==> config.mk <==
export PLATFORM = sky130hd
export DESIGN_NAME = dm_store_buffer
export DESIGN_NICKNAME = d
export VERILOG_FILES = /design/src/rtl/dm_store_buffer.sv
export SDC_FILE = /design/constraint.sdc
export NUM_CORES = 1
export LEC_CHECK = 0
export ABC_AREA = 1
export BUFFER_PORTS_ARGS = -buffer_cell sky130_fd_sc_hd__buf_4
export CAP_MARGIN = 10
export CORE_MARGIN = 2
export CORE_UTILIZATION = 56
export DETAILED_ROUTE_END_ITERATION = 10
export PLACE_DENSITY = 0.86
export SYNTH_ARGS = -nofsm -noshare
export SYNTH_HDL_FRONTEND = slang
export SYNTH_SLANG_ARGS = --single-unit
==> constraint.sdc <==
create_clock -name clk -period 4.1 [get_ports clk]
set_clock_uncertainty 0.15 [all_clocks]
set_input_delay 0.82 -clock clk [delete_from_list [all_inputs] [get_ports clk]]
set_output_delay 0.82 -clock clk [all_outputs]
set_load 0.02 [all_outputs]
==> src/rtl/dm_store_buffer.sv <==
// Posted-write buffer between the byte-lane controller and the single-port data RAM.
// Queues byte-masked stores and drains them when the MEM-stage load leaves the port free.
module dm_store_buffer #(
  parameter int unsigned DEPTH = 4,
  parameter int unsigned AW    = 12
) (
  input  logic          clk,
  input  logic          rst,
  input  logic          st_valid,
  input  logic [31:0]   st_addr,
  input  logic [31:0]   st_data,
  input  logic [3:0]    st_wea,
  input  logic          ld_valid,
  input  logic [31:0]   ld_addr,
  output logic          stall,
  output logic          ram_en,
  output logic [3:0]    ram_we,
  output logic [AW-1:0] ram_addr,
  output logic [31:0]   ram_wdata,
  output logic          empty,
  output logic          full
);

  localparam int unsigned PW = (DEPTH > 1) ? $clog2(DEPTH) : 1;

  logic [PW-1:0]    wr_q, rd_q;
  logic [PW:0]      cnt_q;
  logic [DEPTH-1:0] vld_q;
  logic [AW-1:0]    addr_q [DEPTH];
  logic [31:0]      data_q [DEPTH];
  logic [3:0]       wea_q  [DEPTH];

  logic [AW-1:0]    st_word, ld_word;
  logic             st_req, ld_match, push, pop;
  logic [DEPTH-1:0] match_vec;

  // Only the word-address field of the byte addresses is relevant here.
  logic unused_addr_bits;
  assign unused_addr_bits = ^{st_addr[31:AW+2], st_addr[1:0], ld_addr[31:AW+2], ld_addr[1:0]};

  assign st_word = st_addr[AW+1:2];
  assign ld_word = ld_addr[AW+1:2];
  assign empty   = (cnt_q == '0);
  assign full    = (cnt_q == (PW+1)'(DEPTH));
  assign st_req  = st_valid & (st_wea != 4'b0000);

  always_comb begin
    match_vec = '0;
    for (int i = 0; i < int'(DEPTH); i++) begin
      match_vec[i] = vld_q[i] & (addr_q[i] == ld_word);
    end
  end

  assign ld_match = ld_valid & (|match_vec);
  assign stall    = ~rst & ((st_req & full) | ld_match);
  assign push     = ~rst & st_req & ~stall;

  // A free load owns the port; otherwise the head entry drains, which also
  // clears a pending load hazard one entry per cycle.
  always_comb begin
    ram_en    = 1'b0;
    ram_we    = 4'b0000;
    ram_addr  = '0;
    ram_wdata = '0;
    pop       = 1'b0;
    if (!rst) begin
      if (ld_valid && !ld_match) begin
        ram_en   = 1'b1;
        ram_addr = ld_word;
      end else if (!empty) begin
        ram_en    = 1'b1;
        ram_we    = wea_q[rd_q];
        ram_addr  = addr_q[rd_q];
        ram_wdata = data_q[rd_q];
        pop       = 1'b1;
      end
    end
  end

  always_ff @(posedge clk) begin
    if (rst) begin
      wr_q  <= '0;
      rd_q  <= '0;
      cnt_q <= '0;
      vld_q <= '0;
    end else begin
      if (push) begin
        addr_q[wr_q] <= st_word;
        data_q[wr_q] <= st_data;
        wea_q[wr_q]  <= st_wea;
        vld_q[wr_q]  <= 1'b1;
        wr_q         <= wr_q + PW'(1);
      end
      if (pop) begin
        vld_q[rd_q] <= 1'b0;
        rd_q        <= rd_q + PW'(1);
      end
      case ({push, pop})
        2'b10:   cnt_q <= cnt_q + (PW+1)'(1);
        2'b01:   cnt_q <= cnt_q - (PW+1)'(1);
        default: cnt_q <= cnt_q;
      endcase
    end
  end

endmodule

# Yosys cells after proc, flatten, opt, wreduce, memory -nomap -nowiden
# Memory sizes are Yosys's and may differ from the RTL's. A register that Yosys moved wholly into a read port is not among the register bits.
# Cells that the tools add are included.
[totals] elab_cells=77 regBits=11 output_inout_bits=52 input_bits=104 latchBits=0 n_memories=3 mem_bits_rw=192 rom_bits=0
[op_classes] mux=31 mul=0 addsub=4 magnitude_cmp=4 bitwise=16 n_eq_ne=7 n_reduce_logical=8 div_mod_pow=0 n_shift=0
[mem_list] name="data_q" words=4 word_bits=32 read_ports=1 rd_ports_with_merged_regs=1 write_ports=1 line_no="30" rtl="logic [31:0] data_q [DEPTH];"
[mem_list] name="addr_q" words=4 word_bits=12 read_ports=5 rd_ports_with_merged_regs=1 write_ports=1 line_no="29" rtl="logic [AW-1:0] addr_q [DEPTH];"
[mem_list] name="wea_q" words=4 word_bits=4 read_ports=1 rd_ports_with_merged_regs=1 write_ports=1 line_no="31" rtl="logic [3:0] wea_q [DEPTH];"
[ops] cell="$mux 32" n=3
[ops] cell="$eq 12x12->1" n=4
[ops] cell="$mux 12" n=3
[ops] cell="$mux 4" n=6
[ops] cell="$mux 2" n=6
[ops] cell="$and 1x1->1" n=10
[ops] cell="$mux 1" n=10
[ops] cell="$lt 2x3->1 const B" n=2
[ops] cell="$pmux 3 s2" n=1
[ops] cell="$add 2x1->2 const B" n=2
[ops] cell="$and 4x4->4" n=1
[ops] cell="$demux 1 s2" n=2
[ops] cell="$ge 2x1->1 const B" n=2
[ops] cell="$not 4->4" n=1
[ops] cell="$or 4x4->4" n=1
[ops] cell="$reduce_bool 4->1" n=1
[ops] cell="$reduce_or 4->1" n=1
[ops] cell="$add 3x1->3 const B" n=1
[ops] cell="$eq 3x3->1 const B" n=1
[ops] cell="$logic_and 1x1->1" n=3
[ops] cell="$logic_not 3->1" n=1
[ops] cell="$sub 3x1->3 const B" n=1
[ops] cell="$eq 2x1->1 const B" n=1
[ops] cell="$eq 2x2->1 const B" n=1
[ops] cell="4 further kinds" n=5

# Depth between registers and ports, before layout
# Gate-level depths: netlist (run 1).
[depth] depth_word=12 ltp_mapped=20 mapped_depth_nobuf=19

# Worst setup path before layout (run 1)
# OpenSTA, ideal clock, no wires.
[synth_path] path_type="input to register" startpoint="in rst" endpoint="mem addr_q[0][0] (enable)" slack_ps=935 t_required_ps=3548 t_arrival_ps=2613 stages=4 path_cell_list="clkbuf_1 > nor3_1 > nand4_1 > inv_1"
[synth_via] elab_chain_len=7 elab_cells_between_ends=8 classes_between="mux (3); bitwise (5)"
[synth_lines] item="start: declaration" line_no="8" rtl="input logic rst,"
[synth_lines] item="$not 1->1" line_no="55, 56"
[synth_lines] item="$and 1x1->1" line_no="55" rtl="assign stall = ~rst & ((st_req & full) | ld_match);"
[synth_lines] item="$not 1->1" line_no="56" rtl="assign push = ~rst & st_req & ~stall;"
[synth_lines] item="$and 1x1->1" line_no="56"
[synth_lines] item="$mux 1" line_no="87" rtl="if (push) begin"
[synth_lines] item="$mux 1 *" line_no="81" rtl="if (rst) begin"
[synth_lines] item="$mux 1 (implied by the code) *" line_no="88" rtl="addr_q[wr_q] <= st_word;"
[synth_lines] item="end: declaration" line_no="29"
# Mark *: on every way between the ends. The rest lies on a longest branch, timed or not.

# Worst setup path in the final report (run 1)
[layout_path] startpoint="in ld_addr[9]" endpoint="out ram_addr[0]"
[layout_via] elab_chain_len=8 elab_cells_between_ends=14 classes_between="eq/ne (4); mux (2); bitwise (5); reduce/logical (3)"
[layout_lines] item="start: declaration" line_no="14" rtl="input logic [31:0] ld_addr,"
[layout_lines] item="$eq 12x12->1" line_no="50" rtl="match_vec[i] = vld_q[i] & (addr_q[i] == ld_word);"
[layout_lines] item="$and 1x1->1" line_no="50"
[layout_lines] item="$reduce_or 4->1 *" line_no="54" rtl="assign ld_match = ld_valid & (|match_vec);"
[layout_lines] item="$and 1x1->1 *" line_no="54"
[layout_lines] item="$logic_not 1->1 *" line_no="67" rtl="if (ld_valid && !ld_match) begin"
[layout_lines] item="$logic_and 1x1->1 *" line_no="67"
[layout_lines] item="$mux 12 *" line_no="67"
[layout_lines] item="$mux 12 *" line_no="66" rtl="if (!rst) begin"
[layout_lines] item="end: declaration" line_no="18" rtl="output logic [AW-1:0] ram_addr,"
# Marked as above.

==> out/qor.txt, run 1 <==
Outcome = completed
Syn Nets = 993
Reg2reg end = cnt_q[2]$_SDFFE_PP0P_
Top-Level Pins = 156
Worst Reg-to-Reg Cells = 16
CTS max path bufs = 3
Gpl congestion = 0.879
Max-Cap Viols = 0
Detailed placer's ending HPWL = 12.9 mm
Post-Synthesis Cells = 879
Share of cells above drive strength 1 = 20.3%
Slew headroom = 51.2%
Avg Inst Size Synth = 10.5 um^2
Postcts setup bufs = 0
CTS tree = built
Critical Path RT = 3130 ps
Crit path kind = in -> out
Min-delay worst type = reg -> reg
Leakage power = 4.19 nW
Hold path depth = 2
Mapped Area = 0.00923 mm^2
Via count = 6755
Area of the multi-input gates = 0.00277 mm^2
Peak supply drop = 387 uV
Rows = 46
CP max FO = 7
Worst-Skew Late Latency = 490 ps
Commonest cells post-synth = edfxtp_1, nor2_1, nand2_1, o21ai_0, inv_1
Vias in the first global route = 6652
Largest net degree at the start of global routing = 49
WHS Endpoint = vld_q[2]$_SDFF_PP0_
Initial Util = 57.7%
Synth Register Bits = 205
R2R setup slack = 1030 ps
CTS sink count = 205
RSZ-0062 raised after global routing = false
Pwr dens = 429 mW/mm^2
Number of port buffers = 115
First-pass DRT Iterations = 5
Hold Path Origin = vld_q[2]$_SDFF_PP0_
Fin. max-slew vios = 0
Syn-to-layout area delta = 19.4%
Netlist cell types = 34
Die Y = 132 um
Setup TNS = 0 ps
FF-to-FF Start = addr_q[0][7]$_DFFE_PP_
Sequential area share after synthesis = 65.3%
DR iter-0 viols = 511
Global-route usage over all layers = 23.9%
Fin nets = 1107
Pre-CTS setup slack = 502 ps
CTS Hold Bufs = 0
Setup Viol. Count Final = 0
Fraction of registers with async set/reset = 0%
Drt via density = 5.52
Final period util = 89.2%
Clock-pin slew on the worst setup and hold paths = 60 ps
Congestion Overflow GR = 0
WL/cell = 17.3 um
Dominant cell by count in the synthesized netlist = edfxtp_1
Final hold violations = 0
Area of the die = 0.0175 mm^2
Leading area contributor after synthesis = edfxtp_1
WL final = 21.2 mm
Ys Warns = 0
Die W = 132 um
Post-synth EDFFs = 192
Final setup margin = 442 ps
CTS Buf Count = 22
CP Data Arrival Time = 2690 ps
Number of fill cells = 1210
Clock period minus worst slack = 3660 ps
First-pass GRT wire length = 33.4 mm
Largest cells by area after synthesis = edfxtp_1, nor2_1, nand2_1, o21ai_0, dfxtp_1
DRC errors left = 0
Post-CTS sizing = 0
Ys flop type = edfxtp_1
CTS HTree Levels = 1
Antenna violations before repair = 0
Clk root buf = clkbuf_16
Slew @ Worst Pin = 731 ps
Core area = 0.0160 mm^2
Area share of the largest cell type after synthesis = 62.5%
Register area = 0.00603 mm^2
ANT nets after route = 0
ANT cells = 0
Startpoint class of the critical path = input pin
Fmax = 0.273 GHz
Worst Setup End Kind = output pin
-- critical path, cell delays in order --
cell	delay (ps)
buf_4	120
inv_2	100
nand2_1	60
nand2_1	80
nor2_1	40
nand2_1	70
nor2_1	40
nand2_1	70
nand2_2	80
nor2_2	180
nand3_1	320
o21ai_0	460
buf_4	220
-- power breakdown --
group          leakage (nW)  switching, mW  internal, mW
logic                  2.02          0.353         0.184
clock network         0.322          0.741          1.08
registers              1.85         0.0256          2.35
total                  4.19           1.12          3.61
-- worst max-delay path by stage --
stage | start | endpoint | cells past startpoint
2_1_floorplan | rst | addr_q[0][0]$_DFFE_PP_ | 4
3_3_place_gp | ld_addr[9] | ram_addr[0] | 14
3_5_place_dp | ld_addr[2] | ram_addr[6] | 12
4_1_cts | ld_addr[2] | ram_addr[6] | 12
5_1_grt | ld_addr[3] | ram_addr[0] | 16
6_report | ld_addr[9] | ram_addr[0] | 13
-- cell usage in the layout (no fill, tap or decap), types with 3 or more instances in the layout --
| master | synthesis | final |
|---|---|---|
| buf_4 | 1 | 127 |
| clkinv_1 | 2 | 7 |
| nand2_1 | 139 | 139 |
| clkbuf_1 | 33 | 6 |
| ha_1 | 9 | 9 |
| buf_12 | 0 | 4 |
| inv_2 | 13 | 18 |
| a211oi_1 | 16 | 16 |
| nor2_1 | 184 | 184 |
| edfxtp_1 | 192 | 192 |
| xnor2_1 | 5 | 5 |
| dfxtp_1 | 13 | 11 |
| inv_1 | 52 | 48 |
| a211oi_2 | 20 | 20 |
| nand3_1 | 15 | 15 |
| nor3_1 | 3 | 3 |
| o21ai_0 | 103 | 103 |
| a21oi_1 | 32 | 32 |
| clkbuf_16 | 0 | 23 |
| o22ai_1 | 3 | 3 |
| nand4_1 | 5 | 5 |
| o21ai_1 | 15 | 15 |
| or2_1 | 4 | 4 |
-- cells by family (layout without fill, tap and decap cells) --
logic type,count (synthesis),after routing,share of synthesized area [%]
buffers and inverters,108,237,4.70
AOI/OAI and AO/OA,192,192,12.6
DFF,205,205,65.3
xor gates and xnor gates,5,5,0.474
adders and majority gates,10,10,1.44
and+or+nand+nor,359,359,15.5
-- state kept, by name (all words and copies together) (netlist names), named ones only --
register / cells
rd_q: 2
data_q: 128
vld_q: 4
addr_q: 48
cnt_q: 3
wea_q: 16
wr_q: 2
-- area by class of cell --
class / instances / area share (%)
Sequential cell: 205 / 54.7
Clock buffer: 29 / 5.43
Clock inverter: 10 / 0.636
Inverter: 67 / 2.28
Timing Repair Buffer: 131 / 9.37
Tap cell: 216 / 2.45
Multi-Input combinational cell: 566 / 25.1
-- metal layers --
layer | GRT usage, % | part of all wire [%] | wire length [um]
met2 | 41.0 | 50 | 10600
met4 | 7.23 | 1.9 | 401
met1 | 30.6 | 39 | 8330
met5 | 0 | 0 | 0
met3 | 5.11 | 8.8 | 1870
-- metrics by stage --
step | cell area (um^2) | hold slack, ps | cells | util (%) | power (mW)
after floorplan | 9230 | 275 | 879 | - | 2.73
after global placement | 10400 | 305 | 1185 | 64.7 | 2.93
after detailed placement | 10400 | 314 | 1185 | 64.7 | 2.95
after CTS | 11000 | 323 | 1224 | 68.9 | 4.76
after global routing | 11000 | 351 | 1224 | 68.9 | 4.91
final | 11000 | 321 | 1224 | 68.9 | 4.73
Note: power is estimated with default switching activity, not from simulation.
==> run 2, diff against run 1 <==
--- a/config.mk
+++ b/config.mk
@@ -11,5 +11,6 @@
 export CORE_MARGIN = 2
-export CORE_UTILIZATION = 56
+export CORE_UTILIZATION = 58
+export CTS_BUF_LIST = sky130_fd_sc_hd__clkbuf_2
 export DETAILED_ROUTE_END_ITERATION = 10
-export PLACE_DENSITY = 0.86
+export PLACE_DENSITY = 0.88
 export SYNTH_ARGS = -nofsm -noshare
==> constraint.sdc (replaced) <==
create_clock -name clk -period 4.1 [get_ports clk]
set_clock_uncertainty 0.15 [all_clocks]
set_input_delay 0.615 -clock clk [delete_from_list [all_inputs] [get_ports clk]]
set_output_delay 0.615 -clock clk [all_outputs]
set_load 0.02 [all_outputs]
==> run 2 against run 1 <==
Combinational power grew 6.0%. Sequential power is essentially flat. Highest routed layer unchanged. Worst setup slack lost 190 ps. Core utilization grew 2.8 points. Power shrank 9.5%. Count of clock-buffer cells in the layout grew 44. Sequential share of layout area shrank 1.2 points. Design area grew 2.2%. Sequential cell count is the same. Critical path depth shrank 2. Critical endpoint is now ram_wdata[21]. Die area shrank 3.3%. Non-clock buffer count grew 47.
==> out/qor.txt, run 2 (synthesis results as in run 1) <==
Clk root buf = clkbuf_2
Startpoint class of the critical path = flip-flop
Pwr dens = 380 mW/mm^2
Initial Util = 58.7%
Leakage power = 4.40 nW
Core area = 0.0157 mm^2
First-pass DRT Iterations = 5
CTS sink count = 205
Global-route usage over all layers = 26.6%
Gpl congestion = 0.929
CTS HTree Levels = 2
Congestion Overflow GR = 0
ANT nets after route = 0
WL/cell = 17.2 um
Share of cells above drive strength 1 = 22.9%
Min-delay worst type = in -> reg
Die W = 130 um
Crit path kind = reg -> out
Antenna violations before repair = 1
CP Data Arrival Time = 3080 ps
DR iter-0 viols = 812
Slew @ Worst Pin = 1160 ps
Number of port buffers = 115
Top Family by Delay on Critical Path = simple AND/OR/NAND/NOR gates
Fin. max-slew vios = 0
Most frequent cells in the layout = edfxtp_1, nor2_1, nand2_1
Post-CTS sizing = 0
Most flops, register = data_q
DRC errors left = 0
Detailed placer's ending HPWL = 12.9 mm
Placed Cells = 1184
RSZ-0062 raised after global routing = false
Pre-CTS setup slack = 674 ps
Via count = 7305
Final period util = 93.8%
Vias in the first global route = 6990
Outcome = completed
Final hold violations = 0
Final setup margin = 254 ps
Postcts setup bufs = 0
CTS max path bufs = 3
Critical Path RT = 3340 ps
Slew headroom = 22.7%
Post-route insts no fill = 1322
Slowest stage delay, CP = 410 ps
Rows = 46
Syn-to-layout area delta = 22.0%
Worst Path Buf+Inv = 2
Largest regs = data_q: 128 flops, addr_q: 48 flops, wea_q: 16 flops
Max FFs per register = 128
Most common cell after layout, fill and taps aside = edfxtp_1
Die Y = 130 um
Clock period minus worst slack = 3850 ps
Area of the die = 0.0169 mm^2
Critical-path cell list = xnor2_1 > nand3_1 > nor2_1 > nand2_1 > nand2_2 > nor2_2 > nand2_4 > nand2_4 > buf_4 > a211oi_1 > buf_4
Critical path's slowest cell = edfxtp_1
CTS Buf Count = 49
CTS tree = built
First-pass GRT wire length = 34.3 mm
Top-Level Pins = 156
Setup TNS = 0 ps
Largest net degree at the start of global routing = 76
Drt via density = 5.53
CP max FO = 38
Max-Cap Viols = 0
Peak supply drop = 261 uV
Clock-pin slew on the worst setup and hold paths = 110 ps
CTS Hold Bufs = 48
Fmax = 0.260 GHz
WL final = 22.7 mm
Fin nets = 1181
Setup Viol. Count Final = 0
Worst Setup End Kind = output pin
Worst-Skew Late Latency = 790 ps
==> run 2: cell count changes in the layout (fill, tap and decap cells not counted), sizes merged <==
cell         previous run  this run
clkinv                  9        15
dlygate4sd3             0        48
diode                   0         1
clkbuf                 29        73
buf                   131       130
==> run 2: area by class of cell <==
| class | count | area (um^2) |
|---|---|---|
| fill | 1067 | 4450 |
| clock inverter | 16 | 91.3 |
| sequential | 205 | 6030 |
| inverter | 67 | 251 |
| timing repair buffer | 178 | 1480 |
| multi-input combinational | 566 | 2770 |
| clock buffer | 73 | 365 |
| tap | 216 | 270 |
| antenna | 1 | 2.50 |
==> run 2: path summary, 6_finish.rpt <==
path,from,endpoint,slack [ps],cells after the start
worst max-delay path,addr_q[2][9]$_DFFE_PP_,ram_wdata[21],250,11
worst max register to register,addr_q[2][9]$_DFFE_PP_,cnt_q[2]$_SDFFE_PP0P_,920,16
worst min-delay path,rst,cnt_q[1]$_SDFFE_PP0P_,60,2
worst min register to register,vld_q[2]$_SDFF_PP0_,vld_q[2]$_SDFF_PP0_,320,2
==> run 2: per-stage QoR <==
stage	total power, mW	area [um^2]	hold slack [ps]	util [%]
6_report	4.29	11300	64.8	71.7
5_1_grt	4.47	11300	26.0	71.7
4_1_cts	4.29	11300	21.5	71.7
3_5_place_dp	2.94	10300	302	65.7
3_3_place_gp	2.92	10300	299	65.7
2_1_floorplan	2.73	9230	275	-
==> run 2: power by group <==
part | internal [mW] | total (mW) | switching (mW)
sequential | 2.34 | 2.37 | 0.0301
combinational | 0.206 | 0.569 | 0.362
clock | 0.538 | 1.34 | 0.805
total | 3.09 | 4.29 | 1.20
==> run 2: per-layer routing <==
metal / vias up / global-route usage [%] / routed length (um)
met5: - / 0 / 0
li1: 3434 / - / -
met3: 48 / 6.68 / 1850
met4: 0 / 11.1 / 450
met2: 385 / 45.5 / 11400
met1: 3438 / 32.3 / 9010
==> run 3, diff against run 2 <==
CORE_MARGIN = 4   (was 2)
==> run 3 against run 2 <==
Clock power shrank 4%. Hold slack gained 72 ps. Design area grew 0.22%. Combinational power shrank 0.9%. Count of clock-buffer cells in the layout grew 4. Sequential power is essentially flat. Sequential cell count is the same. Power shrank 1.1%. First-iteration DRC count shrank 40%. Worst setup slack lost 37 ps. Non-clock buffer count grew 2. Core utilization grew 1.8 points. Critical path type unchanged. Largest power group unchanged.
==> out/qor.txt, run 3 (synthesis results as in run 1) <==
Outcome = completed
Critical Path RT = 3340 ps
First-pass DRT Iterations = 5
Worst Path Buf+Inv = 2
Rows = 45
Detailed placer's ending HPWL = 13.3 mm
Slew @ Worst Pin = 642 ps
DR iter-0 viols = 484
Initial Util = 60.0%
CP Data Arrival Time = 3120 ps
Vias in the first global route = 7221
CTS max path bufs = 3
R2R setup slack = 920 ps
Cell area after placement = 0.0103 mm^2
CTS HTree Levels = 2
Antenna violations before repair = 0
WL/cell = 17.2 um
Congestion Overflow GR = 0
Most flops, register = data_q
Die Y = 134 um
Fin nets = 1184
ANT cells = 0
WL final = 22.7 mm
M2 GR Usage = 43.3%
Fin. max-slew vios = 0
Syn-to-layout area delta = 22.3%
Slew headroom = 56.8%
Most common cell after layout, fill and taps aside = edfxtp_1
Met1 usage = 30.6%
Min-delay worst type = in -> reg
Final hold violations = 0
Global-route usage over all layers = 25.1%
Leakage power = 4.42 nW
RSZ-0062 raised after global routing = false
Hold path depth = 4
Top-Level Pins = 156
Max FFs per register = 128
Postcts setup bufs = 0
Final instance area = 0.0113 mm^2
Critical path's slowest cell = edfxtp_1
Core area = 0.0154 mm^2
Pwr dens = 376 mW/mm^2
Clk root buf = clkbuf_2
Clock period minus worst slack = 3880 ps
Largest regs = data_q: 128 flops, addr_q: 48 flops, wea_q: 16 flops
Final period util = 94.7%
Worst Reg-to-Reg Cells = 16
Grt peak-use layer = met2
Max-Cap Viols = 0
Clock-pin slew on the worst setup and hold paths = 100 ps
Worst-Skew Late Latency = 790 ps
Drt via density = 5.43
Slowest stage delay, CP = 430 ps
Crit path kind = reg -> out
Met3 usage = 6.15%
Fmax = 0.258 GHz
Via count = 7171
DRC errors left = 0
Critical-path cell list = a21oi_1 > nand3_1 > nor2_1 > nand2_1 > nand2_2 > nor2_2 > nand2_4 > nand2_4 > buf_4 > a211oi_1 > buf_4
CTS sink count = 205
CP max FO = 38
Peak supply drop = 297 uV
CTS tree = built
ANT nets after route = 0
Worst Setup End Kind = output pin
Share of cells above drive strength 1 = 23.3%
Startpoint class of the critical path = flip-flop
Number of port buffers = 115
Largest net degree at the start of global routing = 55
CTS Buf Count = 50
Gpl congestion = 0.949
First-pass GRT wire length = 35.5 mm
Worst path depth = 11
Setup Viol. Count Final = 0
Top Family by Delay on Critical Path = simple AND/OR/NAND/NOR gates
Setup TNS = 0 ps
Most frequent cells in the layout = edfxtp_1, nor2_1, nand2_1
Area of the die = 0.0180 mm^2
Post-CTS sizing = 0
Die W = 134 um
run 3: through the flow:
| step | instances | hold slack (ps) | power, mW | utilization, % | worst slack [ps] |
|---|---|---|---|---|---|
| CTS | 1321 | 72.7 | 4.26 | 73.4 | 174 |
| global route | 1321 | 112 | 4.42 | 73.4 | 26.2 |
| finish | 1321 | 137 | 4.24 | 73.4 | 217 |
| detailed placement | 1180 | 298 | 2.95 | 67.3 | 668 |
| global placement | 1180 | 295 | 2.93 | 67.3 | 756 |
| floorplan | 879 | 275 | 2.73 | - | 1140 |
run 3: per-layer routing:
| metal | vias up | share of wire [%] |
|---|---|---|
| met5 | - | 0 |
| met2 | 361 | 50 |
| met4 | 0 | 2.1 |
| met1 | 3327 | 39 |
| li1 | 3440 | - |
| met3 | 43 | 8.8 |
run 3: area by class of cell:
type | count | area, um^2
fillers | 1053 | 4080
flip-flops and latches | 205 | 6030
clock inverters | 15 | 62.6
clock buffers | 77 | 385
inverters | 67 | 251
repair buffers | 180 | 1520
well taps | 211 | 264
multi-input cells | 566 | 2770
run 3: power breakdown:
part	internal (mW)	switching, mW
sequential	2.34	0.0368
clock	0.499	0.795
combinational	0.211	0.353
total	3.05	1.18
run 3: timing repair:
item / CTS / global route
endpoints found under the setup margin: 0 / 0
hold endpoints to repair: 195 / 0
hold buffers: 49 / 0
run 3: worst min-delay path, stage by stage:
cell,delay [ps]
buf_4,120
nand2_4,90
nand3_1,80
a21oi_1,100
run 3: path summary, 6_finish.rpt:
kind	startpoint	end
worst max-delay path	addr_q[1][7]$_DFFE_PP_	ram_we[0]
worst min-delay path	ld_valid	flip-flop
worst max register to register	addr_q[1][7]$_DFFE_PP_	cnt_q[2]$_SDFFE_PP0P_
worst min register to register	vld_q[2]$_SDFF_PP0_	vld_q[2]$_SDFF_PP0_
